File: src/rtl/uart_rx_pkg.sv
// Shared types and constants for the UART receive controller.
// Holds the FSM encoding, data width and parity helpers.
package uart_rx_pkg;

    typedef enum logic [2:0] {
        IDLE,
        START,
        DATA,
        PARITY,
        STOP
    } state_t;

    localparam int DATA_WIDTH = 8;

    localparam logic PAR_EVEN = 1'b0;
    localparam logic PAR_ODD  = 1'b1;

    function automatic logic parity_bit(
        input logic [DATA_WIDTH-1:0] data,
        input logic                  typ
    );
        return (^data) ^ (typ == PAR_ODD);
    endfunction

endpackage

File: src/rtl/edge_bit_counter.sv
// Oversample edge counter and bit counter for the UART receiver.
// edge_count wraps at prescale-1; each wrap is one bit end.
module edge_bit_counter (
    input  logic       clk,
    input  logic       rst_n,
    input  logic       enable,
    input  logic [5:0] prescale,
    input  logic       clear,
    output logic [5:0] edge_count,
    output logic [3:0] bit_count,
    output logic       bit_end
);

    assign bit_end = enable && (edge_count == prescale - 6'd1);

    always_ff @(posedge clk or negedge rst_n) begin
        if (!rst_n) begin
            edge_count <= '0;
            bit_count  <= '0;
        end else if (clear) begin
            edge_count <= '0;
            bit_count  <= '0;
        end else if (enable) begin
            if (bit_end) begin
                edge_count <= '0;
                bit_count  <= bit_count + 4'd1;
            end else begin
                edge_count <= edge_count + 6'd1;
            end
        end
    end

endmodule

File: src/rtl/uart_rx_ctrl.sv
// UART receive controller: frame FSM, deserializer and
// parity/stop checks driving a shared data sampler.
import uart_rx_pkg::*;

module uart_rx_ctrl (
    input  logic                  CLK,
    input  logic                  RST,
    input  logic                  RX_IN,
    input  logic [5:0]            Prescale,
    input  logic                  PAR_EN,
    input  logic                  PAR_TYP,
    input  logic                  sampled_bit,
    output logic                  dat_samp_en,
    output logic [5:0]            edge_count,
    output logic [DATA_WIDTH-1:0] P_DATA,
    output logic                  data_valid,
    output logic                  par_err,
    output logic                  stp_err,
    output logic                  busy
);

    state_t                state;
    logic [5:0]            pre_q;
    logic                  par_en_q;
    logic                  par_typ_q;
    logic [DATA_WIDTH-1:0] shreg;
    logic                  par_flag;
    logic [3:0]            bit_count;
    logic                  bit_end;
    logic                  cnt_en;
    logic                  cnt_clr;

    assign cnt_en = (state != IDLE);

    // Restart bit numbering so DATA sees bit_count 0..7.
    assign cnt_clr = (state == IDLE)
                   || (state == START && bit_end);

    edge_bit_counter u_cnt (
        .clk        (CLK),
        .rst_n      (RST),
        .enable     (cnt_en),
        .prescale   (pre_q),
        .clear      (cnt_clr),
        .edge_count (edge_count),
        .bit_count  (bit_count),
        .bit_end    (bit_end)
    );

    always_ff @(posedge CLK or negedge RST) begin
        if (!RST) begin
            state       <= IDLE;
            pre_q       <= 6'd8;
            par_en_q    <= 1'b0;
            par_typ_q   <= PAR_EVEN;
            shreg       <= '0;
            par_flag    <= 1'b0;
            P_DATA      <= '0;
            data_valid  <= 1'b0;
            par_err     <= 1'b0;
            stp_err     <= 1'b0;
            dat_samp_en <= 1'b0;
            busy        <= 1'b0;
        end else begin
            data_valid <= 1'b0;
            par_err    <= 1'b0;
            stp_err    <= 1'b0;
            unique case (state)
                IDLE: begin
                    if (!RX_IN) begin
                        state       <= START;
                        pre_q       <= Prescale;
                        par_en_q    <= PAR_EN;
                        par_typ_q   <= PAR_TYP;
                        par_flag    <= 1'b0;
                        dat_samp_en <= 1'b1;
                        busy        <= 1'b1;
                    end
                end
                START: begin
                    if (bit_end) begin
                        if (sampled_bit) begin
                            state       <= IDLE;
                            dat_samp_en <= 1'b0;
                            busy        <= 1'b0;
                        end else begin
                            state <= DATA;
                        end
                    end
                end
                DATA: begin
                    if (bit_end) begin
                        shreg <= {sampled_bit,
                                  shreg[DATA_WIDTH-1:1]};
                        if (bit_count == 4'(DATA_WIDTH - 1))
                            state <= par_en_q ? PARITY : STOP;
                    end
                end
                PARITY: begin
                    if (bit_end) begin
                        par_flag <= sampled_bit !=
                                    parity_bit(shreg, par_typ_q);
                        state    <= STOP;
                    end
                end
                STOP: begin
                    if (bit_end) begin
                        state       <= IDLE;
                        dat_samp_en <= 1'b0;
                        busy        <= 1'b0;
                        stp_err     <= !sampled_bit;
                        par_err     <= par_flag;
                        if (sampled_bit && !par_flag) begin
                            P_DATA     <= shreg;
                            data_valid <= 1'b1;
                        end
                    end
                end
                default: state <= IDLE;
            endcase
        end
    end

endmodule
File: config.mk
export PLATFORM = sky130hd
export DESIGN_NAME = uart_rx_ctrl
export DESIGN_NICKNAME = d
export VERILOG_FILES = /design/src/rtl/uart_rx_pkg.sv /design/src/rtl/edge_bit_counter.sv /design/src/rtl/uart_rx_ctrl.sv
export SDC_FILE = /design/constraint.sdc
export NUM_CORES = 1
export LEC_CHECK = 0
export ABC_CLOCK_PERIOD_IN_PS = 7000
export CAP_MARGIN = 20
export CORE_ASPECT_RATIO = 1.25
export CORE_UTILIZATION = 60
export CTS_BUF_LIST = sky130_fd_sc_hd__clkbuf_8
export CTS_CLUSTER_DIAMETER = 60
export CTS_CLUSTER_SIZE = 14
export DETAILED_ROUTE_END_ITERATION = 7
export GPL_TIMING_DRIVEN = 1
export PLACE_DENSITY = 0.87
export SLEW_MARGIN = 20
export SYNTH_ARGS = -nofsm -noshare
export SYNTH_HDL_FRONTEND = slang
export SYNTH_SLANG_ARGS = --single-unit
File: constraint.sdc
create_clock -name CLK -period 7 [get_ports CLK]
set_input_delay 1.05 -clock CLK [delete_from_list [all_inputs] [get_ports CLK]]
set_output_delay 1.05 -clock CLK [all_outputs]
set_load 0.02 [all_outputs]
### Word-level counts from Yosys, hierarchy flattened

Index checks and enable logic that the tools add are counted.
W data, S select, Z words.

| word-level totals | value |
|---|---|
| bits in registers | 42 |
| output and inout bits | 19 |
| word-level logic and storage cells | 82 |

| cells by class | value |
|---|---|
| add/subtract/negate cells | 3 |
| equality and inequality tests | 14 |
| muxes and demuxes | 30 |
| bitwise gates (word level) | 2 |
| reductions and logical operators | 20 |

Operators with widths:

| kind | number |
|---|---|
| $mux W3 | 7 |
| $mux W6 | 3 |
| $pmux W3 S5 | 1 |
| $ne A2 B2 Y1 const B | 7 |
| $mux W1 | 13 |
| $mux W4 | 3 |
| $reduce_xor A8 Y1 | 1 |
| $add A6 B1 Y6 const B | 1 |
| $eq A3 B2 Y1 const B | 2 |
| $eq A6 B6 Y1 | 1 |
| $reduce_and A2 Y1 | 3 |
| $reduce_and A3 Y1 | 2 |
| $reduce_and A6 Y1 | 1 |
| $reduce_bool A2 Y1 | 3 |
| $reduce_bool A3 Y1 | 2 |
| $sub A6 B1 Y6 const B | 1 |
| $reduce_and A5 Y1 | 1 |
| $add A4 B1 Y4 const B | 1 |
| $eq A4 B3 Y1 const B | 1 |
| $eq A3 B1 Y1 const B | 1 |
| $eq A3 B3 Y1 const B | 1 |
| $logic_and A1 B1 Y1 | 3 |
| $logic_not A3 Y1 | 1 |
| $pmux W1 S3 | 1 |
| 7 further kinds | 8 |

### Longest topological paths before layout

| logic depth | value |
|---|---|
| depth after elaboration | 7 |
| gate-level depth with buffers | 8 |
| mapped depth without buffers | 7 |

### Hierarchy

From an unflattened synthesis, not the netlist that was laid out.

| unflattened totals | value |
|---|---|
| cell total of the unflattened synthesis | 177 |
| area total of the unflattened synthesis | 2,102.0 µm² |

Modules (own cells, without submodules):

| module | times used | cells each | area an instance (µm²) | sequential area each (µm²) |
|---|---|---|---|---|
| uart_rx_ctrl | 1 | 105 | 1,428.9 | 802.0 |
| edge_bit_counter | 1 | 72 | 673.1 | 250.2 |

### Least setup slack after synthesis

OpenSTA, ideal clock, no wires.

| timing path | value |
|---|---|
| path kind | register to register |
| start | register pre_q[0] |
| end | register P_DATA[0] |
| data arrival time | 2,314 ps |
| required time | 6,875 ps |
| path slack | 4,561 ps |
| stages on the path, launching flop included | 9 |
| buffers on the path | 1 |
| path through | dfrtp_1 -> inv_1 -> ha_1 -> nor2b_1 -> or3_1 -> a31o_1 -> or4_1 -> buf_6 -> mux2_4 |

| on the way | value |
|---|---|
| word-level cells in the longest chain between the ends | 4 |

Ends and longest elaborated chain:

| item | RTL line | text |
|---|---|---|
| start: declaration | uart_rx_ctrl.sv:23 | `logic [5:0] pre_q;` |
| start signal: assignment | uart_rx_ctrl.sv:72 | `pre_q <= Prescale;` |
| $sub A6 B1 Y6 | edge_bit_counter.sv:14 | `assign bit_end = enable && (edge_count == prescale - 6'd1);` |
| $eq A6 B6 Y1 | edge_bit_counter.sv:14 |  |
| $logic_and A1 B1 Y1 | edge_bit_counter.sv:14 |  |
| $reduce_and A3 Y1 (no source line) | - |  |
| end signal: assignment | uart_rx_ctrl.sv:114 | `P_DATA <= shreg;` |
| end: declaration | uart_rx_ctrl.sv:15 | `output logic [DATA_WIDTH-1:0] P_DATA,` |

No other way between the ends.
A chain may end at the register's enable or synchronous reset.

### Worst setup path in the final report

| timing path | value |
|---|---|
| start | register pre_q[0] |
| end | register P_DATA[4] |

Same word-level chain as after synthesis.

==> results.sh <==
export IMPL_status="finished, final reports clean"
export IMPL_critPathArrivalTime_ns=3.20
export IMPL_ys_ff_latch=42
export IMPL_required_ns=7.19
export IMPL_cpMaxStageDelayCell="or4_1"
export IMPL_design_core_area_um2=3280
export IMPL_ys_warnings_count=0
export IMPL_rows=23
export IMPL_port_buffer_count=30
export IMPL_post_cts_buffers=0
export IMPL_initial_core_util_pct=64.1
export IMPL_maxCapViolCount=0
export IMPL_fin_nets=222
export IMPL_ant_nets=0
export IMPL_timing_final_ws_setup_ns=3.98
export IMPL_cts_buffer_depth=2
export IMPL_htreeDepth=2
export IMPL_antenna_found_initial=0
export IMPL_hpwl_um=3070
export IMPL_hold_worst_slack_ns=0.516
export IMPL_fmax_ghz=0.332
export IMPL_tightest_slew_ns=0.919
export IMPL_die_h_um=68.2
export IMPL_fin_util_pct=75.7
export IMPL_synthTopCellsByCount="41 x dfrtp_1, 16 x mux2_4, 15 x xnor2_1"
export IMPL_grt_pass1_wl_um=6690
export IMPL_syn_inst=179
export IMPL_pre_cts_ws_ns=4.03
export IMPL_clkSinkCount=42
export IMPL_critPathLaunchType="flip-flop"
export IMPL_die_w_um=54.9
export IMPL_wl_per_cell_um=17.8
export IMPL_cp_top_family="simple AND/OR/NAND/NOR gates"
export IMPL_overflow=0
export IMPL_worstPathCellList="inv_1 -> ha_1 -> xnor2_1 -> nor3_1 -> o211ai_1 -> or4_1 -> mux2_4"
export IMPL_setup_viol=0
export IMPL_synth_distinct_cells=41
export IMPL_multiInputGateArea_um2=981
export IMPL_min_period_over_period_pct=43.1
export IMPL_grt_pass1_vias=1432
export IMPL_hold_path_class="reg2reg"
export IMPL_slew_viol_final=0
export IMPL_clock_skew_ns=0.00557
export IMPL_dieArea_um2=3750
export IMPL_grt_usage_pct=26.5
export IMPL_finalHoldViolCount=0
export IMPL_antenna_cells=0
export IMPL_area_delta_synth_final_pct=18.2
export IMPL_cellPowerDensity_nw_per_um2=359
export IMPL_rsz0062_at_grt="false"
export IMPL_drive_above_1_share_pct=16.8
export IMPL_clk_latency_ns=0.30
export IMPL_cp_max_fo=13
export IMPL_ir_drop_uv=263
export IMPL_yosysMostFrequentCell="dfrtp_1"
export IMPL_cts_resized_gates=0
export IMPL_path_buf_inv=1
export IMPL_cp_end_kind="flip-flop"
export IMPL_cts_root_buf="clkbuf_8"
export IMPL_cts_tree="built"
export IMPL_p_leak_nw=1.12
export IMPL_first_iter_violations=46
export IMPL_syn_nets=194
export IMPL_period_minus_slack_ns=3.02
export IMPL_synth_area_leaders="dfrtp_1 49%, mux2_4 11%, xnor2_1 6.3%"
export IMPL_yosysSeqAreaShare_pct=50.1
export IMPL_cts_buffers=5
export IMPL_tns_ns=0
export IMPL_clk_transition_reported_paths_ns=0.07
export IMPL_register_area_um2=1050
export IMPL_vias=1486
export IMPL_synthArstFlopShare_pct=100
export IMPL_holdBufCountCts=0
export IMPL_grt_max_degree=43
export IMPL_vias_per_cell=6.07
export IMPL_path_class="reg2reg"
export IMPL_firstDrtPassIters=4
export IMPL_syn_avg_cell_area_um2=11.7
export IMPL_n_fill_cell=231
export IMPL_synth_ff_type="dfrtp_1"
export IMPL_syn_area_um2=2100
export IMPL_ios=31
export IMPL_critPathMaxStageDelay_ns=0.90
export IMPL_yosys_area_top_type="dfrtp_1"
export IMPL_netlist_area_leader_share_pct=48.8
export IMPL_slew_headroom_pct=38.7
export IMPL_place_gp_congestion=0.741
export IMPL_routed_wl_um=4350
export IMPL_route_detailed_drc=0
export IMPL_synth_edf_count=0
[through the flow]
step	std cells	instance area (µm²)	power, mW
2_1_floorplan	179	2100	0.622
3_3_place_gp	237	2390	0.704
3_5_place_dp	237	2390	0.730
4_1_cts	245	2480	0.892
5_1_grt	245	2480	0.947
6_report	245	2480	0.893
[power by group]
group / switching [mW] / internal [mW]
Clock: 0.0815 / 0.0781
Combinational: 0.193 / 0.166
Sequential: 0.0747 / 0.300
[area by class of cell]
cell class | instances | area share, %
Sequential cell | 42 | 42.3
Multi-Input combinational cell | 123 | 39.5
Timing Repair Buffer | 30 | 11.9
Clock buffer | 6 | 3.32
Tap cell | 37 | 1.86
Inverter | 5 | 0.755
Clock inverter | 2 | 0.352
[cells by family (layout without fill, tap and decap cells)]
family	Yosys count	after routing	share of synthesized area, %
fa+ha+maj	3	3	1.79
flops	42	42	50.1
compound gates	25	25	8.39
mux	23	23	15.1
simple gates	53	53	13.5
buf+inv	14	43	3.27
xor+xnor	19	19	7.92
[per-layer routing]
metal | track usage (%) | wire length [µm]
met4 | 13.4 | 98
met3 | 6.67 | 177
met2 | 44.1 | 2300
met5 | 0 | 0
met1 | 30.9 | 1770
[final timing paths]
check	startpoint	end	slack [ns]	depth (start not counted)
max reg2reg	pre_q[0]$_DFFE_PN0P_	P_DATA[4]$_DFFE_PN0P_	3.98	7
max in group asynchronous	RST	u_cnt.bit_count[1]$_DFFE_PN0P_	5.54	1
min	P_DATA[4]$_DFFE_PN0P_	P_DATA[4]$_DFFE_PN0P_	0.52	1
max	pre_q[0]$_DFFE_PN0P_	P_DATA[4]$_DFFE_PN0P_	3.98	7
min in group asynchronous	RST	u_cnt.edge_count[5]$_DFFE_PN0P_	0.88	1
min reg2reg	P_DATA[4]$_DFFE_PN0P_	P_DATA[4]$_DFFE_PN0P_	0.52	1
[placed cells by master, fill, tap and decap left out, types with 2 or more instances in the layout]
cell,n
nor2_1,8
xor2_1,4
and3_1,5
or4_1,3
nand2_1,6
nand3_1,3
nor3_1,14
o21ai_0,8
a21oi_1,3
nand2b_1,2
xnor2_1,15
o211ai_1,4
clkdlybuf4s50_1,29
nor4_1,3
ha_1,3
mux2_4,16
inv_1,5
clkbuf_8,6
nor2b_1,2
dfrtp_1,41
or3_1,2
mux2_2,6
or2_2,2
[state kept, by name, indices dropped and copies added (netlist names), 3 cells and up]
signal,flops
state,3
P_DATA,8
u_cnt.bit_count,4
shreg,8
pre_q,6
u_cnt.edge_count,6
No activity file was read; power rests on OpenSTA's default activity.
